**src/rtl/a2d_intf.sv**
```systemverilog
// a2d_intf: SPI master that runs two 16-bit transactions per A2D conversion and keeps the second result
module a2d_intf (
    input  logic        clk,
    input  logic        rst,
    input  logic        strt_cnv,
    input  logic [2:0]  chnnl,
    input  logic        MISO,
    output logic        SS_n,
    output logic        SCLK,
    output logic        MOSI,
    output logic [11:0] res,
    output logic        cnv_cmplt
);
    typedef enum logic [1:0] {IDLE, TXN1, GAP, TXN2} state_t;

    localparam logic [4:0] DIV_IDLE = 5'b10111;

    state_t      state_q, state_d;
    logic [4:0]  sclk_div_q, sclk_div_d;
    logic [4:0]  bit_cnt_q, bit_cnt_d;
    logic [4:0]  gap_q, gap_d;
    logic [15:0] tx_q, tx_d;
    logic [15:0] rx_q, rx_d;
    logic [2:0]  chnl_q, chnl_d;
    logic        ss_n_q, ss_n_d;
    logic [11:0] res_q, res_d;
    logic        cmplt_q, cmplt_d;
    logic        in_txn, rise_nxt, fall_nxt, done, start, gap_done, load;

    // next-state logic: sequencing, SPI clock divider, shift registers and result capture
    always_comb begin
        in_txn     = (state_q == TXN1) || (state_q == TXN2);
        rise_nxt   = in_txn && (sclk_div_q == 5'b01111);
        fall_nxt   = in_txn && (sclk_div_q == 5'b11111);
        done       = fall_nxt && (bit_cnt_q == 5'd16);
        start      = (state_q == IDLE) && strt_cnv && !cmplt_q;
        gap_done   = (state_q == GAP) && (gap_q == 5'd31);
        load       = start || gap_done;
        state_d    = start ? TXN1 :
                     (done && state_q == TXN1) ? GAP :
                     gap_done ? TXN2 :
                     (done && state_q == TXN2) ? IDLE : state_q;
        chnl_d     = start ? chnnl : chnl_q;
        tx_d       = load ? {2'b00, (start ? chnnl : chnl_q), 11'h000} :
                     (fall_nxt && bit_cnt_q < 5'd16) ? {tx_q[14:0], 1'b0} : tx_q;
        rx_d       = rise_nxt ? {rx_q[14:0], MISO} : rx_q;
        bit_cnt_d  = load ? 5'd0 : rise_nxt ? bit_cnt_q + 5'd1 : bit_cnt_q;
        sclk_div_d = (in_txn && !done) ? sclk_div_q + 5'd1 : DIV_IDLE;
        gap_d      = (state_q == GAP) ? gap_q + 5'd1 : 5'd0;
        ss_n_d     = load ? 1'b0 : done ? 1'b1 : ss_n_q;
        cmplt_d    = done && (state_q == TXN2);
        res_d      = cmplt_d ? rx_q[11:0] : res_q;
    end

    // state register with synchronous reset that aborts any transaction in flight
    always_ff @(posedge clk) begin
        if (rst) begin
            state_q    <= IDLE;
            sclk_div_q <= DIV_IDLE;
            bit_cnt_q  <= '0;
            gap_q      <= '0;
            tx_q       <= '0;
            rx_q       <= '0;
            chnl_q     <= '0;
            ss_n_q     <= 1'b1;
            res_q      <= '0;
            cmplt_q    <= 1'b0;
        end else begin
            state_q    <= state_d;
            sclk_div_q <= sclk_div_d;
            bit_cnt_q  <= bit_cnt_d;
            gap_q      <= gap_d;
            tx_q       <= tx_d;
            rx_q       <= rx_d;
            chnl_q     <= chnl_d;
            ss_n_q     <= ss_n_d;
            res_q      <= res_d;
            cmplt_q    <= cmplt_d;
        end
    end

    assign SS_n      = ss_n_q;
    assign SCLK      = sclk_div_q[4];
    assign MOSI      = tx_q[15];
    assign res       = res_q;
    assign cnv_cmplt = cmplt_q;
endmodule

```
**config.mk**
```make
export PLATFORM = sky130hd
export DESIGN_NAME = a2d_intf
export DESIGN_NICKNAME = d
export VERILOG_FILES = /design/src/rtl/a2d_intf.sv
export SDC_FILE = /design/constraint.sdc
export NUM_CORES = 1
export LEC_CHECK = 0
export CAP_MARGIN = 20
export CORE_MARGIN = 2
export CORE_UTILIZATION = 35
export CTS_BUF_LIST = sky130_fd_sc_hd__clkbuf_2 sky130_fd_sc_hd__clkbuf_4 sky130_fd_sc_hd__clkbuf_8
export DETAILED_ROUTE_END_ITERATION = 7
export PLACE_DENSITY = 0.59
export SETUP_SLACK_MARGIN = 0.4
export SYNTH_ARGS = -nofsm -noshare
export SYNTH_HDL_FRONTEND = slang
export SYNTH_SLANG_ARGS = --single-unit
```
**constraint.sdc**
```tcl
create_clock -name clk -period 5.4 [get_ports clk]
set_clock_uncertainty 0.05 [all_clocks]
set_input_delay 1.08 -clock clk [delete_from_list [all_inputs] [get_ports clk]]
set_output_delay 1.08 -clock clk [all_outputs]
set_load 0.02 [all_outputs]
```
==> out/qor.yml, run 1 <==
outcome:
  outcome: "completed"
floorplan:
  die_w_um: 80.3
  std_cell_rows: 27
  coreArea_um2: 5570
  die_y_um: 80.3
  io_pins: 23
  start_util_pct: 36.6
  dieArea_um2: 6450
worst_setup_path:
  worst_path_dominant_cell_family: "buffers and inverters"
  r2r-start: "sclk_div_q[0]"
  reg2reg_slack_ps: 3420
  cpMaxStageDelayCell: "clkdlybuf4s50_1"
  critPathArrivalTime_ps: 3210
  cp.depth: 4
  r2r-end: "tx_q[12]"
  startpoint: "rst"
  required_ps: 5580
  slowest_delay_ps: 820
  path_buf_inv: 2
  cp-end-kind: "flop"
  worst-r2r-cell-count: 6
  cp_cell_sequence: "clkdlybuf4s50_1 -> inv_1 -> o21ai_0 -> o221ai_1"
  critPathKind: "input port to flop"
  cp-start-kind: "input port"
  path_max_fanout: 29
power:
  peakVddDrop_v: 0.000187
  power_density_nw_per_um2: 271
  power_w: 0.000653
  leakage_nw: 0.843
clock_network:
  cts_tree: "yes"
  clk_path_buf_depth: 2
  clock_sinks: 51
  numCtsBuffers: 5
  cts-root-buf: "clkbuf_8"
  htree_num_levels: 2
  postCtsSetupBuffers: 0
  clock_latency_ps: 300
  cts_resized: 0
  postCtsHoldBufs: 0
  clk_pin_slew_ps: 90
min_path:
  hold_depth: 1
  hp-start: "sclk_div_q[0]"
  hold_end: "sclk_div_q[0]"
  hp-class: "flop to flop"
synth:
  synth_top_area_share_pct: 50.1
  yosysMostFrequentCell: "nand2_1"
  syn_area_per_cell_um2: 9.10
  netlist_top_cells_count: "nand2_1, dfxtp_1, mux2i_1, a21oi_1, nor2_1"
  synthTopCellsByArea: "dfxtp_1, nand2_1, mux2i_1, ha_1, a21oi_1"
  yosysTopAreaCell: "dfxtp_1"
  yosysWarnings: 0
  synth_ff_type: "dfxtp_1"
  ys_seq_area_share_pct: 50.1
  synthArstFlopShare_pct: 0
  ys_ff_latch: 51
  synth_cells: 224
  synth_cell_types: 33
  synthesis.nets: 238
  syn-cell-area_um2: 2040
  synth_edf_count: 0
cells_and_area:
  n_fill_cell: 572
  layout-drive-gt1-share_pct: 5.74
  area_growth_pct: 18.0
  ff_latch_area_um2: 1020
  fin_nets: 257
  postLayoutCoreUtil_pct: 43.2
  antenna_cells: 0
  multi_input_area_um2: 946
place:
  gp_congestion: 0.721
  io_buffers: 22
  dp_hpwl_mm: 2.52
routing:
  via_per_inst: 4.71
  drc: 0
  dr_total_vias: 1489
  wirelength_mm: 3.62
  initialDrtViolationCount: 97
  antenna_left: 0
  firstDrtPassIters: 4
  routedWlPerCell_um: 11.5
timing:
  maxSlewHeadroom_pct: 46.0
  setup_viol: 0
  final.setup.tns_ps: 0
  worst_slew_pin_slew_ps: 808
  fin_crit_sh_pct: 56.1
  fin_crit_ps: 3030
  rsz0062_at_grt: "no"
  finalHoldViolations: 0
  fmax_ghz: 0.330
  drv_slew: 0
grt:
  grt_pass1_wl_mm: 6.07
  grt_pass1_vias: 1358
  grt_max_degree: 30
  gr-total-overflow: 0
  track_usage_pct: 12.3
  antenna_found_initial: 0
job:
  cap_violations: 0
==> sequential cells by signal, indices dropped and copies added (netlist names), 2 cells and up <==
register    flops
gap_q           5
tx_q            5
bit_cnt_q       5
rx_q           12
chnl_q          3
res            12
state_q         2
sclk_div_q      5
==> how the worst max path moves through the flow <==
stage,end,slack (ps)
after floorplan,tx_q[12],3390
after global placement,tx_q[13],2060
after detailed placement,tx_q[13],2030
after CTS,tx_q[13],2330
after global routing,tx_q[12],2070
final,tx_q[13],2370
==> per-stage QoR <==
stage	hold slack, ps	instances	cell area (µm²)	setup slack [ps]
after detailed placement	340	308	2310	2030
after CTS	362	316	2410	2330
after global placement	339	308	2310	2060
final	358	316	2410	2370
after floorplan	326	224	2040	3390
after global routing	383	316	2410	2070
==> kinds of logic after synthesis <==
| group | count (synthesis) | share of synthesized area (%) |
|---|---|---|
| buf+inv | 17 | 3.80 |
| fa+ha+maj | 7 | 4.29 |
| flops | 51 | 50.1 |
| mux | 17 | 8.34 |
| simple gates | 97 | 22.5 |
| compound gates | 29 | 8.41 |
| xor+xnor | 6 | 2.58 |
==> where the power goes <==
part	switching (W)	total [W]	leakage, nW	internal (W)
clock	0.000126	0.000231	0.0474	0.000105
combinational	0.0000191	0.0000353	0.383	0.0000162
sequential	0.00000464	0.000387	0.413	0.000382
total	0.000150	0.000653	0.843	0.000503
==> cell usage in the layout, fill, tap and decap left out, types with 2 or more instances in the layout <==
cell	n
nand3_1	6
o221ai_1	2
xnor2_1	4
a211oi_1	3
clkdlybuf4s50_1	22
dfxtp_1	51
inv_1	6
a21oi_1	16
or3_1	4
and2_1	4
clkbuf_8	6
nand2_1	57
ha_1	7
mux2i_1	17
nor2_1	11
nand2b_1	3
o21ai_0	5
xor2_1	2
and3_1	2
==> layer usage <==
layer / global-route usage [%] / part of all wire [%] / vias up
met2: 18.3 / 43 / 20
met4: 5.59 / 1.9 / 0
met5: 0 / 0 / -
met3: 3.82 / 3.4 / 5
li1: - / - / 783
met1: 16.2 / 51 / 681
==> cell type report <==
class	count	share of cell area, %
flip-flops and latches	51	42.4
multi-input cells	156	39.3
repair buffers	23	9.46
well taps	72	3.74
clock buffers	6	3.43
inverters	6	0.936
clock inverters	2	0.676
(Power assumes the default switching activity.)
==> run 2, diff against run 1 <==
==> constraint.sdc (replaced) <==
create_clock -name clk -period 2.9 [get_ports clk]
set_clock_uncertainty 0.05 [all_clocks]
set_input_delay 0.58 -clock clk [delete_from_list [all_inputs] [get_ports clk]]
set_output_delay 0.58 -clock clk [all_outputs]
set_load 0.02 [all_outputs]
==> run 2 against run 1 <==
  * Power up 83%
  * Critical path depth up 2
  * Final area up 0.36%
  * Combinational power up 92%
  * Utilization up 0.16 points
==> out/qor.yml, run 2 (synthesized netlist as in run 1, its figures left out) <==
outcome:
  outcome: "completed"  # unchanged
worst_setup_path:
  critPathKind: "flop to flop"  # was input port to flop
  cp-end-kind: "flop"  # unchanged
  required_ps: 3070  # was 5580 ps
  critPathArrivalTime_ps: 2150  # was 3210 ps
  cp-start-kind: "flop"  # was input port
  path_max_fanout: 7  # was 29
routing:
  dr_total_vias: 1489  # unchanged
  via_per_inst: 4.68  # was 4.71
  wirelength_mm: 3.63  # was 3.62 mm
  antenna_left: 0  # unchanged
  routedWlPerCell_um: 11.4  # was 11.5 µm
  firstDrtPassIters: 4  # unchanged
  initialDrtViolationCount: 111  # was 97
  drc: 0  # unchanged
cells_and_area:
  area_growth_pct: 18.4  # was 18.0%
  antenna_cells: 0  # unchanged
  ff_latch_area_um2: 1020  # unchanged
  n_fill_cell: 553  # was 572
  fin_nets: 259  # was 257
  mostFrequentLayoutCells: "nand2_1, dfxtp_1, clkdlybuf4s50_1"  # unchanged
  layout-drive-gt1-share_pct: 6.50  # was 5.74%
  final_common_cell: "nand2_1"  # unchanged
  multi_input_area_um2: 946  # unchanged
  layoutNonFillerInstCount: 318  # was 316
clock_network:
  clk_pin_slew_ps: 90  # about the same
  postCtsSetupBuffers: 0  # unchanged
  clock_latency_ps: 300  # about the same
  cts_tree: "yes"  # unchanged
  clk_path_buf_depth: 2  # unchanged
  numCtsBuffers: 5  # unchanged
  clock_sinks: 51  # unchanged
  postCtsHoldBufs: 0  # unchanged
  cts-root-buf: "clkbuf_8"  # unchanged
  cts_resized: 0  # unchanged
  htree_num_levels: 2  # unchanged
place:
  dp_hpwl_mm: 2.56  # was 2.52 mm
  io_buffers: 22  # unchanged
  dp_cells: 310  # was 308
  gp_congestion: 0.720  # was 0.721
min_path:
  hp-class: "flop to flop"  # unchanged
timing:
  fin_crit_sh_pct: 68.4
  setup_viol: 0  # unchanged
  final.setup.tns_ps: 0  # unchanged
  worst_slew_pin_slew_ps: 562  # was 808 ps
  timing.hold.ws_ps: 359  # was 358 ps
  maxSlewHeadroom_pct: 62.0  # was 46.0%
  fin_crit_ps: 1980
  drv_slew: 0  # unchanged
  finalHoldViolations: 0  # unchanged
  rsz0062_at_grt: "no"  # unchanged
  fmax_ghz: 0.504
floorplan:
  die_y_um: 80.3  # unchanged
  coreArea_um2: 5570  # unchanged
  start_util_pct: 36.6  # unchanged
  io_pins: 23  # unchanged
  die_w_um: 80.3  # unchanged
  std_cell_rows: 27  # unchanged
  dieArea_um2: 6450  # unchanged
grt:
  antenna_found_initial: 0  # unchanged
  gr-total-overflow: 0  # unchanged
  grt_max_degree: 25  # was 30
  grt_pass1_wl_mm: 6.32  # was 6.07 mm
  track_usage_pct: 12.5  # was 12.3%
  grt_pass1_vias: 1402  # was 1,358
power:
  peakVddDrop_v: 0.000193  # was 0.000187 V
  power_density_nw_per_um2: 495  # was 271 nW/µm²
  leakage_nw: 0.846  # was 0.843 nW
job:
  cap_violations: 0  # unchanged
==> run 2: cell count changes in the layout (fill, tap and decap cells not counted), sizes merged <==
cell,previous run,this run
buf,1,3
clkinvlp,1,2
clkinv,1,0
clkbuf,6,5
inv,6,7
==> run 2: critical path, stage by stage (launching register included) <==
cell	delay, ps
dfxtp_1	360
ha_1	180
and3_1	190
ha_1	240
nand3b_1	280
or3b_2	530
o221ai_1	80
==> run 2: worst paths after layout <==
kind / depth (start not counted) / slack, ps / start / to
max: 6 / 920 / sclk_div_q[0] / tx_q[12]
min: 1 / 360 / sclk_div_q[0] / sclk_div_q[0]
max reg2reg: 6 / 920 / sclk_div_q[0] / tx_q[12]
min reg2reg: 1 / 360 / sclk_div_q[0] / sclk_div_q[0]
==> run 2: power by group <==
part | total, W | internal (W) | switching, W
combinational | 0.0000678 | 0.0000318 | 0.0000360
clock | 0.000408 | 0.000173 | 0.000236
sequential | 0.000720 | 0.000712 | 0.00000836
==> run 2: final cells by class <==
class,count,area share [%]
Multi-Input combinational cell,156,39.2
Inverter,6,0.933
Timing Repair Buffer,25,10.1
Clock buffer,5,2.85
Sequential cell,51,42.3
Clock inverter,3,0.984
Tap cell,72,3.73
==> run 2: per-stage QoR <==
stage	cell area (µm²)	setup WS, ps	utilization [%]	total power, W
after floorplan	2040	1000	-	0.000784
after global placement	2320	708	41.7	0.000804
after detailed placement	2320	681	41.7	0.000805
after CTS	2410	909	43.3	0.00121
after global routing	2410	736	43.3	0.00126
final	2410	917	43.3	0.00120
==> run 2: routing by layer <==
layer	global-route usage, %	share of wire (%)	up-vias
met5	0	0	-
met4	4.07	1.2	0
met3	3.37	2.8	6
met2	18.6	44	20
met1	17.4	52	675
li1	-	-	788
